`config.mk`:
```
export PLATFORM = sky130hd
export DESIGN_NAME = axi_stream_write_arbiter
export DESIGN_NICKNAME = d
export VERILOG_FILES = /design/src/rtl/axi_stream_write_arbiter.sv
export SDC_FILE = /design/constraint.sdc
export NUM_CORES = 1
export LEC_CHECK = 0
export CELL_PAD_IN_SITES_DETAIL_PLACEMENT = 0
export CELL_PAD_IN_SITES_GLOBAL_PLACEMENT = 2
export CORE_MARGIN = 5
export CORE_UTILIZATION = 23
export DETAILED_ROUTE_END_ITERATION = 6
export PLACE_DENSITY_LB_ADDON = 0.1
export SLEW_MARGIN = 20
export SYNTH_ARGS = -nofsm -noshare
export SYNTH_HDL_FRONTEND = slang
export SYNTH_SLANG_ARGS = --single-unit
```
`constraint.sdc`:
```
create_clock -name i_clk -period 1.9 [get_ports i_clk]
set_input_delay 0.19 -clock i_clk [delete_from_list [all_inputs] [get_ports i_clk]]
set_output_delay 0.19 -clock i_clk [all_outputs]
set_load 0.03 [all_outputs]
```
`src/rtl/axi_stream_write_arbiter.sv`:
```
// ----------------------------------------------------------------------------
// axi_stream_write_arbiter
//
// Purpose:
//   Round-robin arbiter that shares one AXI-stream master port between
//   NUM_REQ AXI-stream requesters. A grant is held for a whole packet (up to
//   and including the tlast beat). With LOCK_PACKETS=0 the grant is held for
//   a single beat instead. The master side is a registered output stage, and
//   o_m_tid carries the index of the requester that sourced each beat.
//
// Ports:
//   i_clk        in   1                  clock, rising edge
//   i_aresetn    in   1                  asynchronous active-low reset
//   i_s_tvalid   in   NUM_REQ            per-requester valid
//   o_s_tready   out  NUM_REQ            per-requester ready (one-hot or zero)
//   i_s_tdata    in   NUM_REQ*BUS_WIDTH  requester k data at [k*BUS_WIDTH +: BUS_WIDTH]
//   i_s_tlast    in   NUM_REQ            per-requester end-of-packet
//   o_m_tvalid   out  1                  master valid (registered)
//   i_m_tready   in   1                  master ready from the sink
//   o_m_tdata    out  BUS_WIDTH          master data (registered)
//   o_m_tlast    out  1                  master end-of-packet (registered)
//   o_m_tid      out  ID_WIDTH           source index of the current master beat
//   o_busy       out  1                  a grant is open or a beat is pending
// ----------------------------------------------------------------------------
module axi_stream_write_arbiter #(
  parameter int BUS_WIDTH    = 16,
  parameter int NUM_REQ      = 4,
  parameter int ID_WIDTH     = 2,
  parameter int LOCK_PACKETS = 1
) (
  input  logic                         i_clk,
  input  logic                         i_aresetn,
  input  logic [NUM_REQ-1:0]           i_s_tvalid,
  output logic [NUM_REQ-1:0]           o_s_tready,
  input  logic [NUM_REQ*BUS_WIDTH-1:0] i_s_tdata,
  input  logic [NUM_REQ-1:0]           i_s_tlast,
  output logic                         o_m_tvalid,
  input  logic                         i_m_tready,
  output logic [BUS_WIDTH-1:0]         o_m_tdata,
  output logic                         o_m_tlast,
  output logic [ID_WIDTH-1:0]          o_m_tid,
  output logic                         o_busy
);

  // Requester vectors are padded to the full ID range so that indexing by an
  // ID_WIDTH-bit grant never leaves the array, whatever NUM_REQ is.
  localparam int NUM_SLOTS = 1 << ID_WIDTH;
  // One extra bit so ptr + offset can be formed before the modulo wrap.
  localparam int PW = ID_WIDTH + 1;
  localparam logic REARB_EVERY_BEAT = (LOCK_PACKETS == 0);

  typedef enum logic {
    S_IDLE,
    S_GRANT
  } state_t;

  state_t                state_reg;
  logic [ID_WIDTH-1:0]   ptr_reg;
  logic [ID_WIDTH-1:0]   grant_reg;

  logic                  m_tvalid_reg;
  logic [BUS_WIDTH-1:0]  m_tdata_reg;
  logic                  m_tlast_reg;
  logic [ID_WIDTH-1:0]   m_tid_reg;

  logic [NUM_SLOTS-1:0]  valid_pad;
  logic [NUM_SLOTS-1:0]  last_pad;
  logic [BUS_WIDTH-1:0]  data_pad [NUM_SLOTS];

  logic                  found_next;
  logic [ID_WIDTH-1:0]   winner_next;
  logic [PW-1:0]         scan_idx;
  logic [ID_WIDTH-1:0]   ptr_next;

  logic                  out_ready;
  logic                  accept;
  logic                  end_grant;

  // --------------------------------------------------------------------------
  // Unpack / pad requester inputs
  // --------------------------------------------------------------------------
  generate
    for (genvar gi = 0; gi < NUM_SLOTS; gi++) begin : g_pad
      if (gi < NUM_REQ) begin : g_real
        assign valid_pad[gi] = i_s_tvalid[gi];
        assign last_pad[gi]  = i_s_tlast[gi];
        assign data_pad[gi]  = i_s_tdata[gi*BUS_WIDTH +: BUS_WIDTH];
      end else begin : g_unused
        assign valid_pad[gi] = 1'b0;
        assign last_pad[gi]  = 1'b0;
        assign data_pad[gi]  = '0;
      end
    end
  endgenerate

  // --------------------------------------------------------------------------
  // Round-robin pick: first valid requester scanning from ptr_reg upward,
  // wrapping at NUM_REQ (which need not be a power of two).
  // --------------------------------------------------------------------------
  always_comb begin
    found_next  = 1'b0;
    winner_next = ptr_reg;
    scan_idx    = '0;
    for (int i = 0; i < NUM_REQ; i++) begin
      scan_idx = {1'b0, ptr_reg} + PW'(i);
      if (scan_idx >= PW'(NUM_REQ)) begin
        scan_idx = scan_idx - PW'(NUM_REQ);
      end
      if (!found_next && valid_pad[scan_idx[ID_WIDTH-1:0]]) begin
        found_next  = 1'b1;
        winner_next = scan_idx[ID_WIDTH-1:0];
      end
    end
  end

  // Priority moves to the requester just after the one that finished.
  always_comb begin
    if (grant_reg == ID_WIDTH'(NUM_REQ - 1)) begin
      ptr_next = '0;
    end else begin
      ptr_next = grant_reg + 1'b1;
    end
  end

  // --------------------------------------------------------------------------
  // Handshake decode
  // --------------------------------------------------------------------------
  // The output register can take a new beat when it is empty or being
  // drained this cycle; this is what lets a grant stream one beat per cycle.
  assign out_ready = !m_tvalid_reg || i_m_tready;
  assign accept    = (state_reg == S_GRANT) && valid_pad[grant_reg] && out_ready;
  assign end_grant = accept && (last_pad[grant_reg] || REARB_EVERY_BEAT);

  generate
    for (genvar gi = 0; gi < NUM_REQ; gi++) begin : g_ready
      assign o_s_tready[gi] = (state_reg == S_GRANT) &&
                              (grant_reg == ID_WIDTH'(gi)) && out_ready;
    end
  endgenerate

  // --------------------------------------------------------------------------
  // Arbitration FSM and registered master output stage
  // --------------------------------------------------------------------------
  always_ff @(posedge i_clk or negedge i_aresetn) begin
    if (!i_aresetn) begin
      state_reg    <= S_IDLE;
      ptr_reg      <= '0;
      grant_reg    <= '0;
      m_tvalid_reg <= 1'b0;
      m_tdata_reg  <= '0;
      m_tlast_reg  <= 1'b0;
      m_tid_reg    <= '0;
    end else begin
      case (state_reg)
        S_IDLE: begin
          // tdata/tlast are deliberately ignored here; only tvalid competes.
          if (found_next) begin
            grant_reg <= winner_next;
            state_reg <= S_GRANT;
          end
        end
        S_GRANT: begin
          // A requester that drops tvalid mid-packet simply stalls the grant.
          if (end_grant) begin
            ptr_reg   <= ptr_next;
            state_reg <= S_IDLE;
          end
        end
        default: begin
          state_reg <= S_IDLE;
        end
      endcase

      if (accept) begin
        m_tvalid_reg <= 1'b1;
        m_tdata_reg  <= data_pad[grant_reg];
        m_tlast_reg  <= last_pad[grant_reg];
        m_tid_reg    <= grant_reg;
      end else if (i_m_tready) begin
        m_tvalid_reg <= 1'b0;
      end
    end
  end

  assign o_m_tvalid = m_tvalid_reg;
  assign o_m_tdata  = m_tdata_reg;
  assign o_m_tlast  = m_tlast_reg;
  assign o_m_tid    = m_tid_reg;
  assign o_busy     = (state_reg == S_GRANT) || m_tvalid_reg;

endmodule

```
==> results of run 1 <==
critical path, delay by kind of cell, from the launching register on:
family,cells,cell delay (ps)
flip-flops,1,430
buffers and inverters,1,600
AND/OR/NAND/NOR,1,300
power groups by stage:
stage          Sequential [mW]  Combinational, mW  Clock [mW]
2_1_floorplan             1.43               1.51           0
3_3_place_gp              1.03               2.98           0
3_5_place_dp              1.04               3.01           0
4_1_cts                   1.03               3.01       0.337
5_1_grt                   1.07               3.14       0.353
6_report                  1.03               2.94       0.312
kinds of logic after synthesis:
| logic type | count (synthesis) |
|---|---|
| muxes | 39 |
| buffers and inverters | 10 |
| DFF | 25 |
| and+or+nand+nor | 20 |
| adders and majority gates | 4 |
| AOI/OAI and AO/OA | 14 |
area by class of cell:
| cell class | instances | area [µm²] | area share, % |
|---|---|---|---|
| inverters | 3 | 11.26 | 0.3923 |
| multi-input cells | 77 | 952.2 | 33.17 |
| well taps | 96 | 120.1 | 4.185 |
| clock inverters | 1 | 5.005 | 0.1744 |
| repair buffers | 113 | 1114 | 38.80 |
| clock buffers | 3 | 41.29 | 1.439 |
| flip-flops and latches | 25 | 626.9 | 21.84 |
cell usage in the layout (no fill, tap or decap):
cell type	instances
o2bb2ai_1	1
o21a_1	1
a31oi_1	2
dfrtp_1	24
nand3_1	1
inv_1	3
a41o_1	1
mux4_2	18
mux2_4	9
and3_1	4
o21ai_0	2
a21boi_0	1
o21bai_1	2
or2_2	1
and2_1	1
buf_12	2
and2b_1	1
clkinv_2	1
buf_4	14
nor2b_1	2
nand2b_1	2
nor3_1	1
nand4_1	1
nand3_4	1
a211o_1	1
ha_1	4
a21oi_1	2
clkbuf_8	3
dfrtp_2	1
dlygate4sd2_1	2
a21bo_2	1
nand2_1	2
clkdlybuf4s50_1	95
or4_1	1
mux2_2	12
nor2_1	2
per-stage QoR:
stage	setup TNS [ps]	power [mW]	setup WS [ps]	std cells
2_1_floorplan	0	2.940	205.1	112
3_3_place_gp	0	4.014	32.38	314
3_5_place_dp	-0.1973	4.049	-0.1973	314
4_1_cts	0	4.374	76.27	318
5_1_grt	0	4.562	26.41	318
6_report	0	4.286	119.6	318
path summary, 6_finish.rpt:
kind                         startpoint       endpoint  slack [ps]  cells after the start
setup / recovery              state_reg         o_busy         120                      2
hold / removal                i_aresetn  o_m_tdata[11]         290                      2
setup reg to reg           grant_reg[0]  o_m_tdata[12]         190                      4
hold reg to reg            o_m_tdata[6]   o_m_tdata[6]         510                      1
max in group asynchronous     i_aresetn   grant_reg[0]        1340                      2
min in group i_clk         o_m_tdata[6]   o_m_tdata[6]         510                      1
metal layers:
metal | GRT usage, % | up-vias
li1 | - | 657
met1 | 13.40 | 675
met2 | 20.90 | 56
met3 | 3.506 | 2
met4 | 2.163 | 0
met5 | 0 | -
==> results.md, run 1 <==
- Critical path arrival: 1590 ps
- Predominant post-synthesis flop cell: dfrtp_1
- Clock root cell: clkbuf_8
- Final Cycle Share: 93.70%
- Remaining DRCs: 0
- Hold crit path type: in2async
- Post-CTS resize count: 2
- Post-DP Area: 2825 µm²
- Final net count: 302
- Post-synthesis sequential area ratio: 37.91%
- Layout area overhead: 73.92%
- WL final: 5249 µm
- Syn nets: 191
- Maxcap violations: 0
- WHS: 291.9 ps
- Lkg Pwr: 1.182 nW
- Deepest clock path buffer count: 2
- Setup crit start kind: flip-flop
- Die X: 94.71 µm
- Met3 wire len: 493 µm
- Logic pwr share: 68.7%
- Die height: 94.71 µm
- Clock Latency Late Sink: 270 ps
- Crit Path Category: reg2out
- Cts bufs inserted: 3
- Post-synth EDFFs: 0
- Simple-Gate Fraction of Synth Area: 7.657%
- Unrepaired setup endpoints after global routing: false
- CP Data Required Time: 1710 ps
- Worst-path clk slew: 90 ps
- Cell with the most instances after synthesis: dfrtp_1
- Final GP Congestion: 0.7287
- Top Layer Used: met4
- Synth cell count leaders: 25 x dfrtp_1, 18 x mux4_2, 12 x mux2_2
- Antenna fix cells: 0
- Final HPWL DP: 4337 µm
- Syn. warnings: 0
- Number of hold buffers added after cts: 0
- Final Cell Area: 2870 µm²
- Clk_skew: 8.317 ps
- Ports: 100
- Slew margin rel.: 76.85%
- Max stage delay on crit path: 600 ps
- Setup violators final: 0
- Sw Share: 40.04%
- VDD IR max: 0.4941 mV
- Core area: 6907 µm²
- Reg power frac: 24.0%
- P_int: 2.570 mW
- Slew @ Worst Pin: 346.1 ps
- Synth top area share: 37.91%
- Crit-path max FO: 6
- Fmax: 561.7 MHz
- Fillers: 672
- First-pass GRT wire length: 7941 µm
- Row count: 30
- # clock sinks: 25
- H-tree depth: 1
- XOR/XNOR Fraction of Synth Area: 0%
- Fin crit period: 1780 ps
- Final Max Tran Viols: 0
- Max reg flops: 16
- Number of port buffers: 99
- Mux contribution to synthesized area: 40.94%
- Largest family of logic cells by synthesized area: multiplexers
- Detailed-route via count: 1390
- Crit path capture type: primary output
- Initial DRC Count: 40
- Number of global-route vias before repair: 1586
- Asr flop ratio synth: 100.0%
- Buffer count from post-CTS setup fixing: 0
- TritonRoute pass-1 iters: 4
- Yosys top cell by area: dfrtp_1
- Max stage delay cell, worst path: clkdlybuf4s50_1
- Cell Pwr Density: 1493 nW/µm²
- Cells after synthesis: 112
- Switching power: 1.716 mW
- Starting Density: 23.89%
- Netlist cell types: 33
- Overall Global Routing Usage: 11.52%
- CTS tree: built
- Synth Area in Compound Gates: 6.065%
- Initial antenna violation count: 0
- Outcome: finished clean
- Critical-path cell list: or2_2 -> clkdlybuf4s50_1
- Finished Core Util: 41.56%
- Largest cells by area after synthesis: dfrtp_1 38%, mux4_2 25%, mux2_4 8.2%
- Syn_area_per_cell: 14.74 µm²
- Power share of the clock group: 7.3%
- Wire length per cell: 16.51 µm
- WL met1: 2043 µm
- Vias per Instance: 4.371
- Metal2 WL: 2688 µm
- Number of synthesized register bits: 25
- Antenna viol nets, final: 0
- Area of the mapped netlist: 1650 µm²
- Total gr overflow: 0
- Layout cells sized above 1: 28.38%
- Largest net degree at the start of global routing: 26
- Die area: 8969 µm²
- Synth Area in Adders: 3.033%
- Final hold violations: 0
No activity file was read; power rests on OpenSTA's default activity.
==> run 2, diff against run 1 <==
==> config.mk (replaced) <==
export PLATFORM = sky130hd
export DESIGN_NAME = axi_stream_write_arbiter
export DESIGN_NICKNAME = d
export VERILOG_FILES = /design/src/rtl/axi_stream_write_arbiter.sv
export SDC_FILE = /design/constraint.sdc
export NUM_CORES = 1
export LEC_CHECK = 0
export CORE_MARGIN = 5
export CORE_UTILIZATION = 37
export DETAILED_ROUTE_END_ITERATION = 6
export PLACE_DENSITY = 0.8
export SYNTH_ARGS = -nofsm -noshare
export SYNTH_HDL_FRONTEND = slang
export SYNTH_SLANG_ARGS = --single-unit
==> run 2 against run 1 <==
Effect of this change: combinational power up 1%; sequential share of layout area is 0.29 points higher; worst setup slack improved by 24 ps; global-route usage rose by 4.7 points; maximum frequency is 1.3% higher; wire length is 8.7% lower; largest power group unchanged; hold slack got worse by 12 ps; critical path type unchanged; non-clock buffer count rose by 1; die area is 34% lower; clock power down 1%; utilization is 23 points higher.
==> results.md, run 2 (synthesized netlist as in run 1, its figures left out) <==
- Outcome: finished clean
- CTS tree: built
- Power share of the clock group: 7.1%
- First-pass GRT wire length: 7748 µm
- Crit-path max FO: 17
- TritonRoute pass-1 iters: 4
- Overall Global Routing Usage: 16.24%
- Number of global-route vias before repair: 1599
- P_int: 2.610 mW
- Post-CTS resize count: 0
- Crit path capture type: primary output
- Final GP Congestion: 0.7408
- Vias per Instance: 5.193
- Layout area overhead: 71.65%
- Sw Share: 39.46%
- Layout cells sized above 1: 29.60%
- Unrepaired setup endpoints after global routing: false
- Reg power frac: 23.8%
- Core area: 4354 µm²
- Buffer count from post-CTS setup fixing: 0
- Antenna viol nets, final: 0
- Cell Pwr Density: 1522 nW/µm²
- Logic pwr share: 69.1%
- Crit Path Category: reg2out
- Number of hold buffers added after cts: 0
- Switching power: 1.702 mW
- Most common cell after layout, fill and taps aside: clkdlybuf4s50_1
- Ports: 100
- Fin Setup TNS: 0 ps
- Max stage delay cell, worst path: dfrtp_2
- R2R setup slack: 160 ps
- Total gr overflow: 0
- # clock sinks: 25
- Die height: 76.79 µm
- Critical-path cell list: buf_12 -> inv_1 -> ha_1 -> and3_1 -> buf_4
- Reg2Reg Capture Point: o_m_tdata[5]
- Number of port buffers: 99
- Deepest clock path buffer count: 2
- Final HPWL DP: 3909 µm
- Initial antenna violation count: 0
- Max reg flops: 16
- Slew margin rel.: 77.54%
- WL final: 4792 µm
- Detailed-route via count: 1428
- Row count: 24
- Final Max Tran Viols: 0
- Most used cells in the layout excluding fill and tap cells: 95 x clkdlybuf4s50_1, 24 x dfrtp_1, 18 x mux4_2, 16 x buf_4, 12 x mux2_2
- Maxcap violations: 0
- Cells on worst reg2reg path: 4
- Setup crit start kind: flip-flop
- Die X: 76.79 µm
- Worst-path clk slew: 90 ps
- Top Family by Delay on Critical Path: buffers and inverters
- Die area: 5896 µm²
- Largest net degree at the start of global routing: 26
- Wire length per cell: 17.43 µm
- Initial DRC Count: 39
- Fillers: 348
- Antenna fix cells: 0
- Final net count: 303
- Lkg Pwr: 1.187 nW
- CP Data Required Time: 1710 ps
- Fmax: 569.2 MHz
- Clock Latency Late Sink: 260 ps
- H-tree depth: 1
- Starting Density: 37.90%
- Cts bufs inserted: 3
- VDD IR max: 0.9058 mV
- Max stage delay on crit path: 450 ps
- Clk_skew: 7.308 ps
- Pwr Total: 4.312 mW
- Clock root cell: clkbuf_8
- Final Cycle Share: 92.47%
- Hold crit path type: in2async
- Fin crit period: 1757 ps
- Critical path arrival: 1570 ps
- Setup violators final: 0
- Remaining DRCs: 0
- Slew @ Worst Pin: 335.8 ps
- Bufs and invs on worst path: 3
- Final hold violations: 0
- Reg2reg start: grant_reg[0]
==> run 2: cell types whose count changed in the layout (fill, tap and decap cells not counted) <==
cell	delta
buf_12	+1
buf_4	+2
dlygate4sd2_1	-2
==> run 2: cell type report <==
cell class                      instances  area [µm²]  area share [%]
Clock buffer                            3       41.29           1.458
Sequential cell                        25       626.9           22.13
Inverter                                3       11.26          0.3975
Multi-Input combinational cell         77       952.2           33.61
Timing Repair Buffer                  114        1131           39.93
Clock inverter                          1       5.005          0.1767
Tap cell                               52       65.06           2.297
==> run 2: power groups by stage <==
stage | Clock [mW] | Sequential, mW | Combinational (mW)
floorplan | 0 | 1.43 | 1.51
global placement | 0 | 1.02 | 2.98
detailed placement | 0 | 1.03 | 3.01
CTS | 0.324 | 1.02 | 3.03
global route | 0.339 | 1.06 | 3.18
finish | 0.308 | 1.02 | 2.98
==> run 2: worst max-delay path by stage <==
stage                       start       endpoint  cells after the start
floorplan            grant_reg[0]  o_m_tdata[10]                      4
global placement    i_s_tvalid[3]   o_m_tdata[4]                      5
detailed placement  i_s_tvalid[2]   o_m_tdata[5]                      5
CTS                  grant_reg[0]  o_s_tready[2]                      5
global route         grant_reg[0]  o_s_tready[2]                      5
finish               grant_reg[0]  o_s_tready[2]                      5
==> run 2: layer usage <==
metal | vias to the layer above | share of wire (%) | track usage (%)
met1 | 720 | 39 | 19.06
met2 | 42 | 56 | 30.48
met3 | 2 | 5.3 | 3.981
li1 | 664 | - | -
met5 | - | 0 | 0
met4 | 0 | 0.083 | 1.748
==> run 2: stage by stage <==
step | area, µm² | worst slack [ps] | util [%] | hold slack, ps | std cells
2_1_floorplan | 1650 | 205.1 | - | -105.6 | 112
3_3_place_gp | 2785 | 48.79 | 63.97 | 471.1 | 271
3_5_place_dp | 2785 | 13.31 | 63.97 | 484.4 | 271
4_1_cts | 2831 | 34.03 | 65.03 | 290.9 | 275
5_1_grt | 2833 | 31.64 | 65.06 | 298.8 | 275
6_report | 2833 | 143.1 | 65.06 | 279.7 | 275
==> run 3, diff against run 2 <==
--- a/config.mk
+++ b/config.mk
@@ -6,9 +6,10 @@
 export NUM_CORES = 1
 export LEC_CHECK = 0
 export CORE_MARGIN = 5
-export CORE_UTILIZATION = 37
+export CORE_UTILIZATION = 40
 export DETAILED_ROUTE_END_ITERATION = 6
-export PLACE_DENSITY = 0.8
+export PLACE_DENSITY = 0.85
+export SKIP_CTS_REPAIR_TIMING = 1
 export SYNTH_ARGS = -nofsm -noshare
 export SYNTH_HDL_FRONTEND = slang
 export SYNTH_SLANG_ARGS = --single-unit
==> constraint.sdc (replaced) <==
create_clock -name i_clk -period 2.2 [get_ports i_clk]
set_input_delay 0.22 -clock i_clk [delete_from_list [all_inputs] [get_ports i_clk]]
set_output_delay 0.22 -clock i_clk [all_outputs]
set_load 0.03 [all_outputs]
==> run 3 against run 2 <==
Effect of this change: worst setup slack better by 57 ps; final area decreased by 3.1%; clock-buffer cell count unchanged; utilization up 3.5 points; via count down 1.8%; critical path type unchanged; highest routed layer unchanged.
==> results.md, run 3 (synthesized netlist as in run 1, its figures left out) <==
- Outcome: finished clean
- Clk_skew: 4.008 ps
- Cts bufs inserted: 3
- Bufs and invs on worst path: 1
- Fillers: 292
- Row count: 23
- Die height: 74.23 µm
- Total gr overflow: 0
- Fmax: 500.0 MHz
- Initial DRC Count: 49
- Die area: 5510 µm²
- Final hold violations: 0
- Wire length per cell: 19.29 µm
- TritonRoute pass-1 iters: 4
- Clock Latency Late Sink: 270 ps
- Detailed-route via count: 1402
- Number of port buffers: 99
- CP Data Required Time: 1980 ps
- Layout cells sized above 1: 25.58%
- Final HPWL DP: 4126 µm
- Remaining DRCs: 0
- Finished Core Util: 68.60%
- Initial antenna violation count: 0
- WL final: 5112 µm
- Critical path arrival: 1780 ps
- Layout area overhead: 66.26%
- Pwr Total: 3.611 mW
- Final Cycle Share: 90.90%
- Max stage delay on crit path: 610 ps
- Final net count: 295
- Critical Path Source: state_reg
- Cells on worst reg2reg path: 3
- Most used cells in the layout excluding fill and tap cells: 95 x clkdlybuf4s50_1, 25 x dfrtp_1, 18 x mux4_2, 12 x mux2_2
- Number of global-route vias before repair: 1606
- Most common cell after layout, fill and taps aside: clkdlybuf4s50_1
- R2R setup slack: 310 ps
- Deepest clock path buffer count: 2
- Max reg flops: 16
- Overall Global Routing Usage: 18.99%
- Cell count along the critical path: 2
- Die X: 74.23 µm
- Cell Pwr Density: 1316 nW/µm²
- Slew margin rel.: 73.14%
- Crit path capture type: primary output
- CP endpoint: o_busy
- Final std cells w/o fill: 265
- Largest net degree at the start of global routing: 26
- Maxcap violations: 0
- Antenna fix cells: 0
- Vias per Instance: 5.291
- Core area: 4000 µm²
- First-pass GRT wire length: 7928 µm
- Setup violators final: 0
- Slew @ Worst Pin: 402.8 ps
- Crit-path max FO: 12
- Starting Density: 41.26%
- Final GP Congestion: 0.9853
- Clock root cell: clkbuf_8
- Setup crit start kind: flip-flop
- Final Max Tran Viols: 0
- Max stage delay cell, worst path: clkdlybuf4s50_1
- Antenna viol nets, final: 0
- VDD IR max: 1.040 mV
- Placed insts: 261
- Reg2Reg Capture Point: o_m_tdata[4]
- Critical-path cell list: or2_2 -> clkdlybuf4s50_1
- Reg2reg start: grant_reg[0]
- Top Family by Delay on Critical Path: buffers and inverters
- CTS tree: built
- # clock sinks: 25
- Lkg Pwr: 1.159 nW
- Unrepaired setup endpoints after global routing: false
- Crit Path Category: reg2out
- Fin Setup TNS: 0 ps
- Hold crit path type: in2async
- H-tree depth: 1
- Fin crit period: 2000 ps
- Worst-path clk slew: 90 ps
- Ports: 100
run 3: report_power, final:
group / internal [mW] / switching [mW] / total, mW
Combinational: 1.29 / 1.13 / 2.41
Clock: 0.128 / 0.154 / 0.282
Sequential: 0.705 / 0.209 / 0.915
run 3: final cells by class:
class	count	area (µm²)	share of cell area, %
clock buffer	3	41.29	1.505
clock inverter	1	7.507	0.2736
inverter	3	11.26	0.4104
multi-input combinational	77	952.2	34.70
sequential	25	625.6	22.80
tap	50	62.56	2.280
timing repair buffer	106	1044	38.03
run 3: layer usage:
metal / vias up / global-route usage, % / wire (µm)
met5: - / 0 / 0
met4: 0 / 5.336 / 74
met3: 8 / 4.595 / 302
met2: 61 / 36.02 / 2932
met1: 688 / 21.01 / 1801
li1: 645 / - / -
run 3: worst min path at each step:
stage	slack, ps	endpoint	cells after the start	startpoint
after floorplan	-80	grant_reg[0]	0	i_aresetn
after global placement	480	o_m_tlast	1	o_m_tlast
after detailed placement	490	o_m_tlast	1	o_m_tlast
after CTS	310	o_m_tdata[6]	2	i_aresetn
after global routing	330	o_m_tdata[6]	2	i_aresetn
final	310	o_m_tdata[6]	2	i_aresetn
run 3: through the flow:
step	setup slack, ps	instance area, µm²	hold slack, ps
after floorplan	505.1	1650	-75.59
after global placement	191.2	2690	482.4
after detailed placement	119.6	2690	488.6
after CTS	49.41	2739	309.0
after global routing	142.8	2744	334.0
final	200.2	2744	305.5
run 3: worst register-to-register path: stages (launching register included):
cell and delay [ps]:
dfrtp_1 500, mux4_2 600, nand3_4 300, mux2_2 390
